File: config.mk
export PLATFORM = sky130hd
export DESIGN_NAME = mem_req_arbiter_rr
export DESIGN_NICKNAME = d
export VERILOG_FILES = /design/src/rtl/mem_req_arbiter_rr.sv
export SDC_FILE = /design/constraint.sdc
export NUM_CORES = 1
export LEC_CHECK = 0
export CORE_ASPECT_RATIO = 0.9
export CORE_MARGIN = 1
export CORE_UTILIZATION = 32
export CTS_CLUSTER_DIAMETER = 120
export DETAILED_ROUTE_END_ITERATION = 10
export HOLD_SLACK_MARGIN = 0.12
export PLACE_DENSITY = 0.58
export RECOVER_POWER = 100
export SLEW_MARGIN = 25
export SYNTH_ARGS = -nofsm -noshare
export SYNTH_HDL_FRONTEND = slang
export SYNTH_SLANG_ARGS = --single-unit
File: constraint.sdc
create_clock -name clk -period 9.7 [get_ports clk]
set_clock_uncertainty 0.15 [all_clocks]
set_input_delay 1.94 -clock clk [delete_from_list [all_inputs] [get_ports clk]]
set_output_delay 1.94 -clock clk [all_outputs]
set_load 0.02 [all_outputs]
File: src/rtl/mem_req_arbiter_rr.sv
// Two-source round-robin request arbiter feeding an in-order latency injector.
// An order FIFO remembers which source issued each request so responses can be routed back.
module mem_req_arbiter_rr #(
    parameter int ORDER_DEPTH = 8,
    parameter int CW          = $clog2(ORDER_DEPTH) + 1
) (
    input  logic          clk,
    input  logic          reset,
    input  logic          s0_req_valid,
    input  logic          s0_req_is_dram,
    input  logic [15:0]   s0_req_size_bytes,
    output logic          s0_req_ready,
    input  logic          s1_req_valid,
    input  logic          s1_req_is_dram,
    input  logic [15:0]   s1_req_size_bytes,
    output logic          s1_req_ready,
    output logic          m_req_valid,
    output logic          m_req_is_dram,
    output logic [15:0]   m_req_size_bytes,
    input  logic          m_req_ready,
    input  logic          m_resp_valid,
    input  logic [15:0]   m_resp_size_bytes,
    output logic          s0_resp_valid,
    output logic [15:0]   s0_resp_size_bytes,
    output logic          s1_resp_valid,
    output logic [15:0]   s1_resp_size_bytes,
    output logic [CW-1:0] outstanding,
    output logic [31:0]   grant0_count,
    output logic [31:0]   grant1_count,
    output logic [31:0]   resp_underflow_count,
    output logic [31:0]   size_mismatch_count
);
    localparam int AW = $clog2(ORDER_DEPTH);
    localparam logic [CW-1:0] FULL_CNT = CW'(ORDER_DEPTH);

    logic [CW-1:0] r_count;
    logic [AW-1:0] r_wr_ptr;
    logic [AW-1:0] r_rd_ptr;
    logic          r_last_grant;
    logic          r_mem_src  [ORDER_DEPTH];
    logic [15:0]   r_mem_size [ORDER_DEPTH];
    logic          r_head_src;
    logic [15:0]   r_head_size;
    logic          r_pop_d;
    logic [15:0]   r_resp_size_d;
    logic [31:0]   r_grant0_cnt;
    logic [31:0]   r_grant1_cnt;
    logic [31:0]   r_underflow_cnt;
    logic [31:0]   r_mismatch_cnt;

    logic          w_full;
    logic          w_any_valid;
    logic          w_grant_src;
    logic          w_push;
    logic          w_pop;
    logic          w_underflow;
    logic [1:0]    w_req_ready;
    logic [1:0]    w_resp_valid;
    logic [15:0]   w_resp_size [2];

    function automatic logic [31:0] sat_inc(input logic [31:0] v);
        return (v == 32'hFFFF_FFFF) ? v : v + 32'd1;
    endfunction

    always_comb begin
        w_full           = (r_count == FULL_CNT);
        w_any_valid      = s0_req_valid | s1_req_valid;
        w_grant_src      = (s0_req_valid & s1_req_valid) ? ~r_last_grant : s1_req_valid;
        m_req_valid      = w_any_valid & ~w_full;
        m_req_is_dram    = 1'b0;
        m_req_size_bytes = '0;
        if (w_any_valid) begin
            m_req_is_dram    = w_grant_src ? s1_req_is_dram    : s0_req_is_dram;
            m_req_size_bytes = w_grant_src ? s1_req_size_bytes : s0_req_size_bytes;
        end
        w_push      = m_req_valid & m_req_ready;
        w_pop       = m_resp_valid & (r_count != '0);
        w_underflow = m_resp_valid & (r_count == '0);
    end

    // Response routing uses the head entry read out on the pop edge, so the
    // pulse appears exactly one cycle after m_resp_valid.
    genvar gi;
    generate
        for (gi = 0; gi < 2; gi++) begin : g_src
            assign w_req_ready[gi]  = m_req_ready & ~w_full & w_any_valid & (w_grant_src == 1'(gi));
            assign w_resp_valid[gi] = r_pop_d & (r_head_src == 1'(gi));
            assign w_resp_size[gi]  = w_resp_valid[gi] ? r_resp_size_d : '0;
        end
    endgenerate

    assign s0_req_ready         = w_req_ready[0];
    assign s1_req_ready         = w_req_ready[1];
    assign s0_resp_valid        = w_resp_valid[0];
    assign s1_resp_valid        = w_resp_valid[1];
    assign s0_resp_size_bytes   = w_resp_size[0];
    assign s1_resp_size_bytes   = w_resp_size[1];
    assign outstanding          = r_count;
    assign grant0_count         = r_grant0_cnt;
    assign grant1_count         = r_grant1_cnt;
    assign resp_underflow_count = r_underflow_cnt;
    assign size_mismatch_count  = r_mismatch_cnt;

    // Storage is left unreset; only pointers and occupancy define validity.
    always_ff @(posedge clk) begin
        if (w_push) begin
            r_mem_src[r_wr_ptr]  <= w_grant_src;
            r_mem_size[r_wr_ptr] <= m_req_size_bytes;
        end
        r_head_src  <= r_mem_src[r_rd_ptr];
        r_head_size <= r_mem_size[r_rd_ptr];
    end

    always_ff @(posedge clk) begin
        if (reset) begin
            r_count         <= '0;
            r_wr_ptr        <= '0;
            r_rd_ptr        <= '0;
            r_last_grant    <= 1'b1;
            r_pop_d         <= 1'b0;
            r_resp_size_d   <= '0;
            r_grant0_cnt    <= '0;
            r_grant1_cnt    <= '0;
            r_underflow_cnt <= '0;
            r_mismatch_cnt  <= '0;
        end else begin
            if (w_push) begin
                r_wr_ptr     <= r_wr_ptr + AW'(1);
                r_last_grant <= w_grant_src;
                if (w_grant_src) r_grant1_cnt <= sat_inc(r_grant1_cnt);
                else             r_grant0_cnt <= sat_inc(r_grant0_cnt);
            end
            if (w_pop) r_rd_ptr <= r_rd_ptr + AW'(1);
            if (w_push && !w_pop)      r_count <= r_count + CW'(1);
            else if (w_pop && !w_push) r_count <= r_count - CW'(1);
            r_pop_d       <= w_pop;
            r_resp_size_d <= m_resp_size_bytes;
            if (w_underflow) r_underflow_cnt <= sat_inc(r_underflow_cnt);
            if (r_pop_d && (r_head_size != r_resp_size_d))
                r_mismatch_cnt <= sat_inc(r_mismatch_cnt);
        end
    end
endmodule

==> impl_metrics.py, run 1 <==
metrics = {
    "status": {
        "status": "complete, but fails checks",
        "violations": "capacitance limit, slew limit",
    },
    "setup_path": {
        "cp_max_fo": 34,
        "critPathSlowestCell": "dlygate4sd3_1",
        "cpPeakStageDelay_ps": 1130,
        "critical_path_required_ps": 7610,
        "critPathMostFrequentCell": "dlygate4sd3_1",
        "critical_path_class": "primary input to output pin",
        "crit_path_cell_trace": "dlygate4sd3_1 -> a21boi_0 -> buf_16 -> o21ai_0 -> dlygate4sd3_1",
        "worstSetupStartpointType": "primary input",
        "r2r-start": "r_rd_ptr[0]",
        "crit_path_end_kind": "output pin",
        "r2r-end": "r_head_size[10]",
        "reg2regPathDepth": 3,
        "regToRegSetupSlack_ps": 5900,
        "critical_path_arrival_ps": 5920,
    },
    "clocking": {
        "clk_path_buf_depth": 3,
        "clk_pin_slew_ps": 60,
        "cts_tree": "built",
        "cts_root_buffer": "clkbuf_16",
        "cts-resized-gates": 0,
        "clock-sinks": 309,
        "cts-buffers-inserted": 35,
        "clock_latency_ps": 550,
        "htree_levels": 2,
        "postCtsSetupRepairBufs": 0,
        "ctsHoldBuffers": 0,
    },
    "hold_path": {
        "hold_depth": 1,
        "holdPathEnd": "r_last_grant",
        "min_from": "r_last_grant",
        "hold_path_class": "flop to flop",
    },
    "logic_synthesis": {
        "synth_top_family_by_area": "simple AND/OR/NAND/NOR gates",
        "synthFlopType": "dfxtp_1",
        "synth_adder_area_share": 0.00957,
        "synth-edff-count": 136,
        "synthArstFlopShare": 0,
        "synthXorXnorAreaFrac": 0.0240,
        "synth_fp_nets": 1308,
        "synth_compound_area_frac": 0.0946,
        "synth.avg_cell_area_sq_um": 11.2,
        "ys_top_cells_by_area": "edfxtp_1 (29%), dfxtp_1 (25%), mux4_2 (5.5%), a21oi_1 (3.4%), mux2_2 (2.8%)",
        "ys_seq_elements": 309,
        "synth_top_area_frac": 0.295,
        "synth_seq_area_share": 0.545,
        "synth.distinct_cells": 66,
        "yosysTopAreaCell": "edfxtp_1",
        "synth_area_sq_um": 13900,
        "synth-simple-area-share": 0.207,
        "synth_mux_area_frac": 0.0909,
        "yosysWarnings": 0,
        "postSynthCellCount": 1242,
    },
    "layout": {
        "post-route-util": 0.424,
        "layout-drive-gt1-share": 0.102,
        "mostFrequentLayoutCell": "dlygate4sd3_1",
        "final_cell_mix": "dlygate4sd3_1 (185), dfxtp_1 (171), edfxtp_1 (136)",
        "fin_cells": 2043,
        "nNetsFinal": 1533,
        "fill_cells": 3965,
        "final_area_sq_um": 17900,
        "syn2layout_area_growth_pct": 29.1,
    },
    "run": {
        "drv_cap": 3,
    },
    "placement": {
        "place_hpwl_mm": 24.1,
        "place_inst": 1976,
        "placed_cell_area_sq_um": 16800,
        "port_buffers": 241,
        "gp_congestion": 0.806,
    },
    "global_route": {
        "antenna_found_initial": 2,
        "track_usage": 0.164,
        "grt_overflow": 0,
        "grt_pass1_wl_mm": 57.0,
        "grt_pass1_vias": 10100,
        "grt_start_max_net_pins": 98,
    },
    "detailed_routing": {
        "viasPerCell": 5.22,
        "drc_errors": 0,
        "drt_iter0_markers": 621,
        "wirelength_mm": 36.5,
        "first_pass_iters": 5,
        "post_drt_wl_per_cell_um": 17.9,
        "ant_nets": 0,
        "dr_total_vias": 10700,
    },
    "power": {
        "power.total_mw": 3.46,
        "p_leak_nw": 6.29,
        "p_per_area_nw_per_um2": 194,
        "irDropWorstVdd_uv": 115,
    },
    "sta": {
        "hold_violations": 0,
        "setup_violations": 0,
        "max_slew_margin": -2.04,
        "report.final.slew_viol_count": 146,
        "max_freq_mhz": 125,
        "rsz0062_at_grt": "no",
        "fin_crit_sh": 0.826,
        "tightestPinTransition_ps": 4560,
        "fin_crit_ps": 8010,
        "tns_ps": 0,
    },
    "die": {
        "pin_count": 242,
        "die_w_um": 221,
        "start_util": 0.328,
        "rows": 71,
        "fp.dieArea_sq_um": 44100,
        "die_h_um": 199,
        "core_region_area_sq_um": 42200,
    },
}
==> per-stage QoR <==
step                      setup WS, ps  hold WS [ps]
after floorplan                   4380           307
after global placement            2270           329
after detailed placement          2180           340
after CTS                         2180           348
after global routing              1390           352
final                             1690           322
==> power breakdown <==
group | leakage, nW | switching, mW | internal (mW)
registers | 2.66 | 0.0719 | 1.45
logic | 3.07 | 0.319 | 0.290
clock network | 0.564 | 0.548 | 0.781
total | 6.29 | 0.939 | 2.52
==> final cells by class <==
class,instances,area [sq um],area share
flip-flops and latches,309,7550,0.422
multi-input cells,843,5900,0.330
repair buffers,258,2520,0.141
clock buffers,49,958,0.0536
well taps,547,684,0.0383
clock inverters,15,194,0.0108
inverters,20,75.1,0.00420
diodes,2,5.00,0.000280
==> synthesized netlist by cell type (28+ instances only) <==
library cell and count:
dfxtp_1 173, a21oi_1 94, mux2_2 34, nor2b_1 36
nor2_1 75, or4_1 43, o31ai_1 44, edfxtp_1 136
xnor2_1 31, nand2_1 82, and3_1 28, nand3_1 41
or3_1 48, nand4_1 49, o21ai_0 63, mux4_2 34
clkbuf_1 44
==> how the worst max path moves through the flow <==
stage / start / to / slack (ps) / depth (start not counted)
after floorplan: s0_req_valid / m_req_size_bytes[10] / 4380 / 4
after global placement: s0_req_valid / m_req_size_bytes[6] / 2270 / 4
after detailed placement: s0_req_valid / m_req_size_bytes[6] / 2180 / 4
after CTS: s0_req_valid / m_req_size_bytes[6] / 2180 / 4
after global routing: s0_req_valid / m_req_size_bytes[6] / 1390 / 5
final: s0_req_valid / m_req_size_bytes[6] / 1690 / 5
==> registers in the layout, summed over array words and instances (netlist names) <==
signal,flops
r_mem_size,128
grant0_count,32
grant1_count,32
resp_underflow_count,32
size_mismatch_count,32
r_head_size,16
r_resp_size_d,16
r_mem_src,8
outstanding,4
r_rd_ptr,3
r_wr_ptr,3
r_head_src,1
r_last_grant,1
r_pop_d,1
==> critical path, delay by kind of cell <==
kind / cells / cell delay (ps)
buf+inv: 3 / 2320
compound gates: 2 / 1620
==> metal layers <==
metal / vias up / track usage / routed length [um]
li1: 5167 / - / -
met1: 5197 / 0.222 / 17100
met2: 251 / 0.261 / 17000
met3: 44 / 0.0341 / 1900
met4: 0 / 0.0518 / 613
met5: - / 0 / 0
==> logic make-up after synthesis <==
logic type               Yosys count
adder cells (fa/ha/maj)           10
buffers and inverters             90
AO/OA/AOI/OAI                    224
multiplexers                      77
AND/OR/NAND/NOR                  494
XOR/XNOR                          38
flip-flops                       309
(Power assumes the default switching activity.)
==> run 2: changes to the inputs <==
clock period = 7.9 ns   (was 9.7 ns; I/O delays follow)
==> run 2 against run 1 <==
Effect of this change:
- the run still ends with capacitance limit, slew limit left
- sequential power up 22%
- cell area is 0.41% higher
- die area unchanged
- via count increased by 0.51%
- wire length is essentially flat
- register-to-register slack lost 2800 ps
- count of clock-buffer cells in the layout increased by 3
- sequential share of layout area fell by 0.17 points
- non-clock buffer count grew 1
- worst hold slack better by 28 ps
- critical path depth is 1 higher
- critical path type unchanged
- critical endpoint is now m_req_size_bytes[14]
- highest routed layer unchanged
==> impl_metrics.py, run 2 (synthesis gave the netlist of run 1 again) <==
metrics = {
    "status": {
        "status": "complete, but fails checks",
        "violations": "capacitance limit, slew limit",
    },
    "global_route": {
        "grt_start_max_net_pins": 115,
        "grt_overflow": 0,
        "grt_pass1_wl_mm": 57.0,
        "antenna_found_initial": 0,
        "grt_pass1_vias": 9931,
        "track_usage": 0.162,
    },
    "setup_path": {
        "cp_max_fo": 28,
        "critical_path_required_ps": 6170,
        "worstSetupStartpointType": "primary input",
        "crit_path_end_kind": "output pin",
        "critical_path_class": "primary input to output pin",
        "critical_path_arrival_ps": 4860,
    },
    "clocking": {
        "postCtsSetupRepairBufs": 0,
        "cts_root_buffer": "clkbuf_16",
        "clock-sinks": 309,
        "clk_pin_slew_ps": 50,
        "ctsHoldBuffers": 0,
        "cts-resized-gates": 0,
        "clk_path_buf_depth": 3,
        "cts_tree": "built",
        "htree_levels": 2,
        "cts-buffers-inserted": 36,
        "clock_latency_ps": 530,
    },
    "die": {
        "pin_count": 242,
        "start_util": 0.328,
        "die_w_um": 221,
        "core_region_area_sq_um": 42200,
        "fp.dieArea_sq_um": 44100,
        "rows": 71,
        "die_h_um": 199,
    },
    "power": {
        "clkPwrFrac": 0.399,
        "p_int_mw": 3.19,
        "p_seq_frac": 0.430,
        "irDropWorstVdd_uv": 153,
        "p_per_area_nw_per_um2": 242,
        "p_leak_nw": 6.31,
        "pwr-share-comb": 0.171,
        "switchingPower_mw": 1.16,
        "switching_share": 0.267,
    },
    "layout": {
        "diodes": 0,
        "syn2layout_area_growth_pct": 29.6,
        "final_area_sq_um": 18000,
        "fin_cells": 2044,
        "regMostFlops": "r_mem_size",
        "mostFrequentLayoutCell": "dlygate4sd3_1",
        "final_cell_mix": "dlygate4sd3_1 (187), dfxtp_1 (171), edfxtp_1 (136)",
        "nNetsFinal": 1535,
        "largest_reg_flops": 128,
        "layout-drive-gt1-share": 0.103,
    },
    "sta": {
        "max_slew_margin": -1.03,
        "max_freq_mhz": 152,
        "rsz0062_at_grt": "no",
        "setup_violations": 0,
        "tightestPinTransition_ps": 3050,
        "tns_ps": 0,
        "timing.hold.ws_ps": 350,
        "fin_crit_sh": 0.834,
        "fin_crit_ps": 6590,
        "hold_violations": 0,
        "report.final.slew_viol_count": 144,
    },
    "placement": {
        "port_buffers": 241,
        "placed_cell_area_sq_um": 16800,
        "place_inst": 1978,
        "gp_congestion": 0.799,
        "place_hpwl_mm": 24.2,
    },
    "detailed_routing": {
        "drc_errors": 0,
        "dr_total_vias": 10700,
        "wirelength_mm": 36.5,
        "drt_iter0_markers": 782,
        "ant_nets": 0,
        "viasPerCell": 5.24,
        "post_drt_wl_per_cell_um": 17.9,
        "first_pass_iters": 5,
    },
    "run": {
        "drv_cap": 4,
    },
    "hold_path": {
        "hold_path_class": "flop to flop",
    },
}
==> run 2: changes by cell type in the layout (fill, tap and decap cells not counted), moves of 3 or more <==
| cell | previous run | this run |
|---|---|---|
| clkinv_2 | 6 | 3 |
| nor4_2 | 6 | 3 |
| nor4_1 | 6 | 9 |
| clkbuf_1 | 22 | 19 |
| mux2_4 | 0 | 3 |
| clkbuf_8 | 3 | 9 |
==> run 2: power by group through the flow <==
stage | clock, mW | combinational (mW) | sequential, mW
3_5_place_dp | 0 | 0.769 | 1.91
6_report | 1.74 | 0.744 | 1.87
4_1_cts | 1.79 | 0.775 | 1.88
3_3_place_gp | 0 | 0.764 | 1.91
5_1_grt | 1.85 | 0.820 | 1.89
2_1_floorplan | 0 | 0.524 | 1.89
==> run 2: final cells by class <==
type	count	area [sq um]
Clock inverter	14	195
Inverter	20	75.1
Fill cell	3984	24200
Sequential cell	309	7550
Multi-Input combinational cell	843	5880
Clock buffer	52	1070
Timing Repair Buffer	259	2500
Tap cell	547	684
==> run 2: final timing paths <==
| check | slack, ps | from | cells after the start | endpoint |
|---|---|---|---|---|
| max | 1310 | s0_req_valid | 6 | m_req_size_bytes[14] |
| max reg2reg | 3070 | size_mismatch_count[1] | 7 | size_mismatch_count[5] |
| min | 350 | size_mismatch_count[27] | 2 | size_mismatch_count[27] |
| min reg2reg | 350 | size_mismatch_count[27] | 2 | size_mismatch_count[27] |
==> run 2: routing by layer <==
| metal | share of wire | global-route usage | vias up |
|---|---|---|---|
| li1 | - | - | 5178 |
| met1 | 0.47 | 0.224 | 5265 |
| met2 | 0.46 | 0.259 | 227 |
| met3 | 0.050 | 0.0325 | 43 |
| met4 | 0.015 | 0.0383 | 0 |
| met5 | 0 | 0 | - |
==> run 2: per-stage QoR <==
step	util	setup slack [ps]	total power [mW]
after floorplan	-	3180	2.42
after global placement	0.398	1780	2.67
after detailed placement	0.398	1710	2.68
after CTS	0.428	1700	4.44
after global routing	0.425	1090	4.55
final	0.425	1310	4.35
==> run 2: critical path, stage by stage <==
cell and delay [ps]:
dlygate4sd3_1 530, buf_4 220, a21boi_4 580, clkbuf_1 570, o21ai_0 540, dlygate4sd3_1 820
